[config.mk]
export PLATFORM = sky130hd
export DESIGN_NAME = uart_rx_fifo
export DESIGN_NICKNAME = d
export VERILOG_FILES = /design/src/rtl/uart_rx_fifo.sv
export SDC_FILE = /design/constraint.sdc
export NUM_CORES = 1
export LEC_CHECK = 0
export CORE_UTILIZATION = 45
export DETAILED_ROUTE_END_ITERATION = 7
export HOLD_SLACK_MARGIN = 0.02
export PLACE_DENSITY = 0.72
export SYNTH_ARGS = -nofsm -noshare
export SYNTH_HDL_FRONTEND = slang
export SYNTH_SLANG_ARGS = --single-unit
[constraint.sdc]
create_clock -name clk -period 5.89 [get_ports clk]
set_clock_uncertainty 0.1 [all_clocks]
set_input_delay 1.178 -clock clk [delete_from_list [all_inputs] [get_ports clk]]
set_output_delay 1.178 -clock clk [all_outputs]
set_load 0.05 [all_outputs]
[src/rtl/uart_rx_fifo.sv]
// uart_rx_fifo: 8N1 UART receiver with 16x oversampling, majority voting on
// ticks 8/9/10 of each bit, and a 4-entry first-word-fall-through FIFO.
//
// State table
//   state    | meaning
//   ST_IDLE  | line idle, waiting for a falling edge on rxs
//   ST_START | validating the start bit (majority at tick 10 must be 0)
//   ST_DATA  | shifting in 8 data bits, LSB first
//   ST_STOP  | deciding the stop bit at tick 10, then push or framing error
//   ST_BREAK | stop bit was 0; waiting for the line to return high
//
// Ports
//   clk        system clock
//   reset      synchronous, active-high reset
//   rxd        asynchronous serial input, idle high
//   rx_en      receiver enable; low forces the FSM to idle
//   pop        removes the FIFO head (ignored when empty)
//   err_clr    one-cycle pulse clearing frame_err and overrun
//   rx_data    FIFO head byte
//   rx_valid   FIFO not empty
//   rx_count   FIFO occupancy 0..4
//   frame_err  sticky: stop bit sampled as 0
//   overrun    sticky: good byte arrived while FIFO full
module uart_rx_fifo #(
    parameter int BAUD_DIV   = 651,
    parameter int FIFO_DEPTH = 4
) (
    input  logic       clk,
    input  logic       reset,
    input  logic       rxd,
    input  logic       rx_en,
    input  logic       pop,
    input  logic       err_clr,
    output logic [7:0] rx_data,
    output logic       rx_valid,
    output logic [2:0] rx_count,
    output logic       frame_err,
    output logic       overrun
);

    localparam int DIV_W = (BAUD_DIV > 2) ? $clog2(BAUD_DIV) : 1;
    localparam logic [DIV_W-1:0] DIV_LAST = DIV_W'(BAUD_DIV - 1);

    typedef enum logic [2:0] {
        ST_IDLE,
        ST_START,
        ST_DATA,
        ST_STOP,
        ST_BREAK
    } state_t;

    state_t           state_q, state_d;
    logic             meta_q, meta_d;
    logic             rxs_q, rxs_d;
    logic             rxs_prev_q, rxs_prev_d;
    logic [DIV_W-1:0] div_q, div_d;
    logic [3:0]       tick_idx_q, tick_idx_d;
    logic [2:0]       bit_idx_q, bit_idx_d;
    logic             samp8_q, samp8_d;
    logic             samp9_q, samp9_d;
    logic [7:0]       shift_q, shift_d;
    logic [7:0]       mem_q [4];
    logic [7:0]       mem_d [4];
    logic [1:0]       wptr_q, wptr_d;
    logic [1:0]       rptr_q, rptr_d;
    logic [2:0]       count_q, count_d;
    logic             frame_err_q, frame_err_d;
    logic             overrun_q, overrun_d;

    logic tick, at10, at16, maj;
    logic push, fe_set, do_push, do_pop, full, ov_set;

    always_comb begin
        meta_d     = rxd;
        rxs_d      = meta_q;
        rxs_prev_d = rxs_q;
        state_d    = state_q;
        bit_idx_d  = bit_idx_q;
        samp8_d    = samp8_q;
        samp9_d    = samp9_q;
        shift_d    = shift_q;
        push       = 1'b0;
        fe_set     = 1'b0;

        tick       = (div_q == DIV_LAST);
        div_d      = tick ? '0 : div_q + DIV_W'(1);
        tick_idx_d = tick ? tick_idx_q + 4'd1 : tick_idx_q;

        // tick_idx_q holds the number of ticks already seen in this bit, so
        // the tick currently firing is number tick_idx_q + 1.
        at10 = tick && (tick_idx_q == 4'd9);
        at16 = tick && (tick_idx_q == 4'd15);
        if (tick && tick_idx_q == 4'd7) samp8_d = rxs_q;
        if (tick && tick_idx_q == 4'd8) samp9_d = rxs_q;
        // Third sample is taken live on tick 10 itself.
        maj = (samp8_q & samp9_q) | (samp8_q & rxs_q) | (samp9_q & rxs_q);

        case (state_q)
            ST_IDLE: begin
                if (rx_en && rxs_prev_q && !rxs_q) begin
                    div_d      = '0;
                    tick_idx_d = '0;
                    state_d    = ST_START;
                end
            end
            ST_START: begin
                if (at10 && maj) begin
                    state_d = ST_IDLE;
                end else if (at16) begin
                    tick_idx_d = '0;
                    bit_idx_d  = '0;
                    state_d    = ST_DATA;
                end
            end
            ST_DATA: begin
                if (at10) shift_d = {maj, shift_q[7:1]};
                if (at16) begin
                    tick_idx_d = '0;
                    if (bit_idx_q == 3'd7) state_d = ST_STOP;
                    else                   bit_idx_d = bit_idx_q + 3'd1;
                end
            end
            ST_STOP: begin
                // Return to idle at mid-stop so the next start edge is not missed.
                if (at10) begin
                    if (maj) begin
                        push    = 1'b1;
                        state_d = ST_IDLE;
                    end else begin
                        fe_set  = 1'b1;
                        state_d = ST_BREAK;
                    end
                end
            end
            ST_BREAK: begin
                if (rxs_q) state_d = ST_IDLE;
            end
            default: state_d = ST_IDLE;
        endcase

        // Disabling aborts the frame silently.
        if (!rx_en) begin
            state_d = ST_IDLE;
            push    = 1'b0;
            fe_set  = 1'b0;
        end

        full    = (count_q == 3'(FIFO_DEPTH));
        do_pop  = pop && (count_q != 3'd0);
        // A simultaneous pop frees the slot, so a full FIFO still accepts.
        do_push = push && (!full || do_pop);
        ov_set  = push && full && !do_pop;

        mem_d  = mem_q;
        wptr_d = wptr_q;
        rptr_d = rptr_q;
        if (do_push) begin
            mem_d[wptr_q] = shift_q;
            wptr_d        = wptr_q + 2'd1;
        end
        if (do_pop) rptr_d = rptr_q + 2'd1;
        count_d = count_q + {2'b00, do_push} - {2'b00, do_pop};

        frame_err_d = (frame_err_q & ~err_clr) | fe_set;
        overrun_d   = (overrun_q & ~err_clr) | ov_set;
    end

    always_ff @(posedge clk) begin
        if (reset) begin
            state_q     <= ST_IDLE;
            meta_q      <= 1'b1;
            rxs_q       <= 1'b1;
            rxs_prev_q  <= 1'b1;
            div_q       <= '0;
            tick_idx_q  <= '0;
            bit_idx_q   <= '0;
            samp8_q     <= 1'b1;
            samp9_q     <= 1'b1;
            shift_q     <= '0;
            mem_q       <= '{default: '0};
            wptr_q      <= '0;
            rptr_q      <= '0;
            count_q     <= '0;
            frame_err_q <= 1'b0;
            overrun_q   <= 1'b0;
        end else begin
            state_q     <= state_d;
            meta_q      <= meta_d;
            rxs_q       <= rxs_d;
            rxs_prev_q  <= rxs_prev_d;
            div_q       <= div_d;
            tick_idx_q  <= tick_idx_d;
            bit_idx_q   <= bit_idx_d;
            samp8_q     <= samp8_d;
            samp9_q     <= samp9_d;
            shift_q     <= shift_d;
            mem_q       <= mem_d;
            wptr_q      <= wptr_d;
            rptr_q      <= rptr_d;
            count_q     <= count_d;
            frame_err_q <= frame_err_d;
            overrun_q   <= overrun_d;
        end
    end

    assign rx_data   = mem_q[rptr_q];
    assign rx_valid  = (count_q != 3'd0);
    assign rx_count  = count_q;
    assign frame_err = frame_err_q;
    assign overrun   = overrun_q;

endmodule

# After elaboration in Yosys (flattened, before gate mapping)
# Cells that the tools add are included.
[op_classes]
n_addsub = 7
multipliers = 0
n_div = 0
n_lt_le_gt_ge = 3
n_eq_ne = 20
n_shift = 0
mux = 36
n_bitwise = 13
n_reduce_logical = 23
[ops]
columns = ["op", "count"]
rows = [
  ["$mux W3", 12],
  ["$bwmux W32", 1],
  ["$mux W10", 3],
  ["$mux W8", 3],
  ["$bmux W8 S2", 1],
  ["$demux W8 S2", 1],
  ["$mux W4", 4],
  ["$ne A2 B2 Y1 const B", 8],
  ["$pmux W3 S5", 1],
  ["$eq A4 B4 Y1 const B", 3],
  ["$logic_and A1 B1 Y1", 12],
  ["$pmux W4 S3", 1],
  ["$add A10 B1 Y10 const B", 1],
  ["$eq A10 B10 Y1 const B", 1],
  ["$eq A3 B3 Y1 const B", 3],
  ["$mux W1", 8],
  ["$eq A3 B2 Y1 const B", 2],
  ["$ge A3 B3 Y1 const B", 2],
  ["$not A2 Y3", 2],
  ["$pmux W3 S2", 1],
  ["$reduce_and A6 Y1", 1],
  ["$and A1 B1 Y1", 5],
  ["$reduce_and A5 Y1", 1],
  ["$add A2 B1 Y2 const B", 2],
  ["17 further kinds", 23],
]
[totals]
regBits = 74
latch_bits = 0
ram_bits = 0
romBits = 0
in_bits = 6
output_inout_bits = 14
memories = 0

# Logic depth before layout (Yosys ltp)
[logic_depth]
ltp_word = 10
mapped_depth = 14
mapped_depth_nobuf = 14

# Worst setup path before layout
# No wires, ideal clock.
[synth_timing]
path_type = "input to register"
start = "input port pop"
end = "register count_q[2], in the netlist rx_count[2]"
setup_ps = 128
arrival_time_ps = 2938
required_ps = 5662
setup_slack_ps = 2724
stages = 10
n_path_buf = 0
path_cell_list = "or4b_1 -> nand4b_1 -> ha_1 -> inv_1 -> ha_1 -> inv_1 -> fa_1 -> xor2_1 -> xnor2_1 -> nor2_1"
[synth_between]
elab_chain_len = 5
[synth_rtl]
columns = ["item", "line", "rtl"]
rows = [
  ["from (decl)", "32", "input logic pop,"],
  ["$logic_and A1 B1 Y1 (*)", "149", "do_pop = pop && (count_q != 3'd0);"],
  ["$logic_or A1 B1 Y1", "151", "do_push = push && (!full || do_pop);"],
  ["$logic_and A1 B1 Y1", "151", ""],
  ["$add A3 B1 Y3", "162", "count_d = count_q + {2'b00, do_push} - {2'b00, do_pop};"],
  ["$sub A3 B1 Y3 (*)", "162", ""],
  ["to (signal assigned)", "200", "count_q <= count_d;"],
  ["to (decl)", "66", "logic [2:0] count_q, count_d;"],
]
# Mark *: on every way between the ends. The rest lies on a longest branch, timed or not.
# A chain may end at the register's enable or synchronous reset.

# Worst setup path in the final report
[layout_timing]
start = "register rptr_q[0]"
end = "output port rx_data[7]"
[layout_between]
elab_chain_len = 4
[layout_rtl]
columns = ["item", "line", "rtl"]
rows = [
  ["from (decl)", "65", "logic [1:0] rptr_q, rptr_d;"],
  ["from (signal assigned)", "199", "rptr_q <= rptr_d;"],
  ["$not A2 Y3 (implied by the code)", "206", "assign rx_data = mem_q[rptr_q];"],
  ["$bmux W8 S2", "206", ""],
  ["$mux W8 (implied by the code) (2 in series)", "206", ""],
  ["to (decl)", "34", "output logic [7:0] rx_data,"],
]
# No other way between the ends. The select of a mux whose other input is x is not followed.

==> flow_summary.json <==
{
  "ant_nets": 0,
  "synth_area_leader_cell": "dfxtp_1",
  "grtUsageTotal_pct": 17.4,
  "cp_slowest_cell": "dfxtp_1",
  "layout_commonest_cell": "dfxtp_1",
  "critPathLaunch": "rptr_q[0]$_SDFFE_PP0P_",
  "pwr-share-comb_pct": 2.0,
  "cp_cell_sequence": "mux4_2, clkdlybuf4s50_1",
  "numCtsBuffers": 9,
  "yosys_warnings": 0,
  "initial_core_util_pct": 47.0,
  "cts_setup_buffers": 0,
  "gr-total-overflow": 0,
  "drt_pass1_iterations": 4,
  "drt_wl_total_um": 6190,
  "rows": 31,
  "finalInstanceArea_um2": 3880,
  "clk_latency_ns": 0.36,
  "routabilityCongestion": 0.846,
  "drive_gt1_share_pct": 11.1,
  "hpwl_um": 4090,
  "clockPowerShare_pct": 43.9,
  "ys_seq_area_share_pct": 43.3,
  "tightest_slew_ns": 1.05,
  "swShare_pct": 22.7,
  "leakagePower_uw": 0.00170,
  "final-hold-violation-count": 0,
  "finalHoldWorstSlack_ns": 0.320,
  "finalSetupTns_ns": 0,
  "cts-resized-gates": 0,
  "die_w_um": 89.2,
  "fin_util_pct": 53.2,
  "p_per_area_nw_per_um2": 241,
  "ctsHtreeMaxLevel": 3,
  "end_kind": "output pin",
  "clk_pin_slew_worst_paths_ns": 0.08,
  "io_buffers": 19,
  "ys_top_cells_by_area": "dfxtp_1 43%, mux2i_1 12%, nor2_1 7.6%",
  "synth_edf_count": 0,
  "vias_per_cell": 5.18,
  "min_to": "rxs_prev_d$_SDFF_PP1_",
  "routed-via-count": 2384,
  "clockRootBuffer": "clkbuf_8",
  "layout_common_cells": "74 x dfxtp_1, 69 x nor2_1, 42 x mux2i_1",
  "avgSynthCellArea_um2": 10.0,
  "p_switching_uw": 212,
  "r2r_slack_ns": 3.08,
  "antennaDiodeCount": 0,
  "tritoncts": "yes",
  "cts.sinks": 74,
  "power_uw": 934,
  "seqPwrFrac_pct": 54.1,
  "ys.flop_type": "dfxtp_1",
  "fin_crit_ns": 3.70,
  "worstReg2RegStart": "div_q[3]$_SDFF_PP0_",
  "critPathMaxStageDelay_ns": 0.76,
  "areaGrowthSynthToFinish_pct": 13.3,
  "route.detailed.drc": 0,
  "grt_max_degree": 61,
  "status": "complete, no violations",
  "cp.required_ns": 4.61,
  "cts_buffer_depth": 2,
  "rsz0062_at_grt": "no",
  "hold_start": "meta_q$_SDFF_PP1_",
  "grt_pass1_vias": 2150,
  "ys_async_sr_fraction_pct": 0,
  "synthCells": 341,
  "grt_first_pass_wirelength_um": 10300,
  "p_int_uw": 722,
  "hold_buffers": 0,
  "slew_headroom_pct": 30.1,
  "dieHeight_um": 89.2,
  "final_nets": 376,
  "finalCritPeriodShare_pct": 62.9,
  "design.core.area_um2": 7290,
  "min_path_type": "reg -> reg",
  "drtIter0Drc": 119,
  "grt_antenna_before_repair": 0,
  "wl_per_cell_um": 13.5,
  "dpl_cell_area_um2": 3670,
  "ir_drop_mv": 0.117,
  "setup_viol": 0,
  "ys_types": 48,
  "slew_viol_final": 0,
  "synth_top_area_share_pct": 43.3,
  "reg2reg_to": "rx_count[2]$_SDFF_PP0_",
  "start_kind": "register",
  "max_freq_ghz": 0.270,
  "num_io_pins": 20,
  "max_cap_violations": 0,
  "syn-num-nets": 361,
  "cp_max_fo": 10,
  "worst_ep_arrival_time_ns": 2.42,
  "r2r.worst_path.cells": 12,
  "ys_seq_elements": 74,
  "path_class": "reg -> out",
  "dieArea_um2": 7960,
  "syn_area_um2": 3420,
  "min_delay_path_depth": 1
}
state kept, by name (all words and copies together), names as in the netlist:
| register | flops |
|---|---|
| mem_q | 32 |
| div_q | 10 |
| shift_q | 8 |
| tick_idx_q | 4 |
| bit_idx_q | 3 |
| rx_count | 3 |
| state_q | 3 |
| rptr_q | 2 |
| wptr_q | 2 |
| frame_err | 1 |
| meta_q | 1 |
| overrun | 1 |
| rxs_prev_d | 1 |
| rxs_prev_q | 1 |
| samp8_q | 1 |
| samp9_q | 1 |
area by class of cell:
cell class / instances / area (um^2)
fillers: 675 / 3410
multi-input cells: 244 / 1840
flip-flops and latches: 74 / 1480
repair buffers: 20 / 193
clock buffers: 10 / 138
well taps: 99 / 124
clock inverters: 6 / 75.1
inverters: 7 / 26.3
power groups by stage:
| stage | logic [uW] | clock network, uW | registers (uW) |
|---|---|---|---|
| 2_1_floorplan | 13.2 | 0 | 516 |
| 3_3_place_gp | 18.7 | 0 | 517 |
| 4_1_cts | 18.9 | 423 | 505 |
| 6_report | 18.7 | 410 | 506 |
| 3_5_place_dp | 18.9 | 0 | 517 |
| 5_1_grt | 21.0 | 445 | 506 |
worst max-delay path, delay by kind of cell (launching register included):
kind	cells	cell delay (ns)
buf+inv	1	0.71
flops	1	0.76
mux	1	0.60
metrics by stage:
step | std cells | setup WS [ns]
2_1_floorplan | 341 | 2.72
3_3_place_gp | 444 | 2.23
3_5_place_dp | 444 | 2.16
4_1_cts | 460 | 2.13
5_1_grt | 460 | 2.00
6_report | 460 | 2.19
how the worst max path moves through the flow:
stage	cells past startpoint	to	slack, ns
floorplan	10	rx_count[2]$_SDFF_PP0_	2.72
global placement	11	rx_count[2]$_SDFF_PP0_	2.23
detailed placement	11	rx_count[2]$_SDFF_PP0_	2.16
CTS	2	rx_data[7]	2.13
global route	2	rx_data[7]	2.00
finish	2	rx_data[7]	2.19
cell usage after synthesis (2+ instances only):
cell type and instances:
a211o_1 2, a21o_1 2, a21oi_1 11, and2_1 2
and3_1 5, and4_1 2, buf_2 3, clkbuf_1 11
dfxtp_1 74, ha_1 13, inv_1 7, mux2i_1 42
mux4_2 8, nand2_1 18, nand2b_1 3, nand3_1 4
nand3_4 5, nand4_1 4, nand4b_1 3, nor2_1 69
nor2b_1 5, nor3_1 2, nor4_1 2, o21ai_0 2
or2_2 4, xnor2_1 9, xor2_1 8
routing by layer:
metal / global-route usage (%) / vias to the layer above / wire length (um)
li1: - / 1205 / -
met1: 24.4 / 1115 / 3060
met2: 25.3 / 59 / 2760
met3: 4.52 / 5 / 311
met4: 7.79 / 0 / 56
met5: 0 / - / 0
cell families after synthesis:
group                      count (synthesis)  share of synthesized area [%]
AOI/OAI and AO/OA                         24                           4.57
buffers and inverters                     23                           2.96
DFF                                       74                           43.3
xor gates and xnor gates                  17                           4.35
and+or+nand+nor                          138                           21.7
adders and majority gates                 15                           5.63
muxes                                     50                           17.5
(Power assumes the default switching activity.)
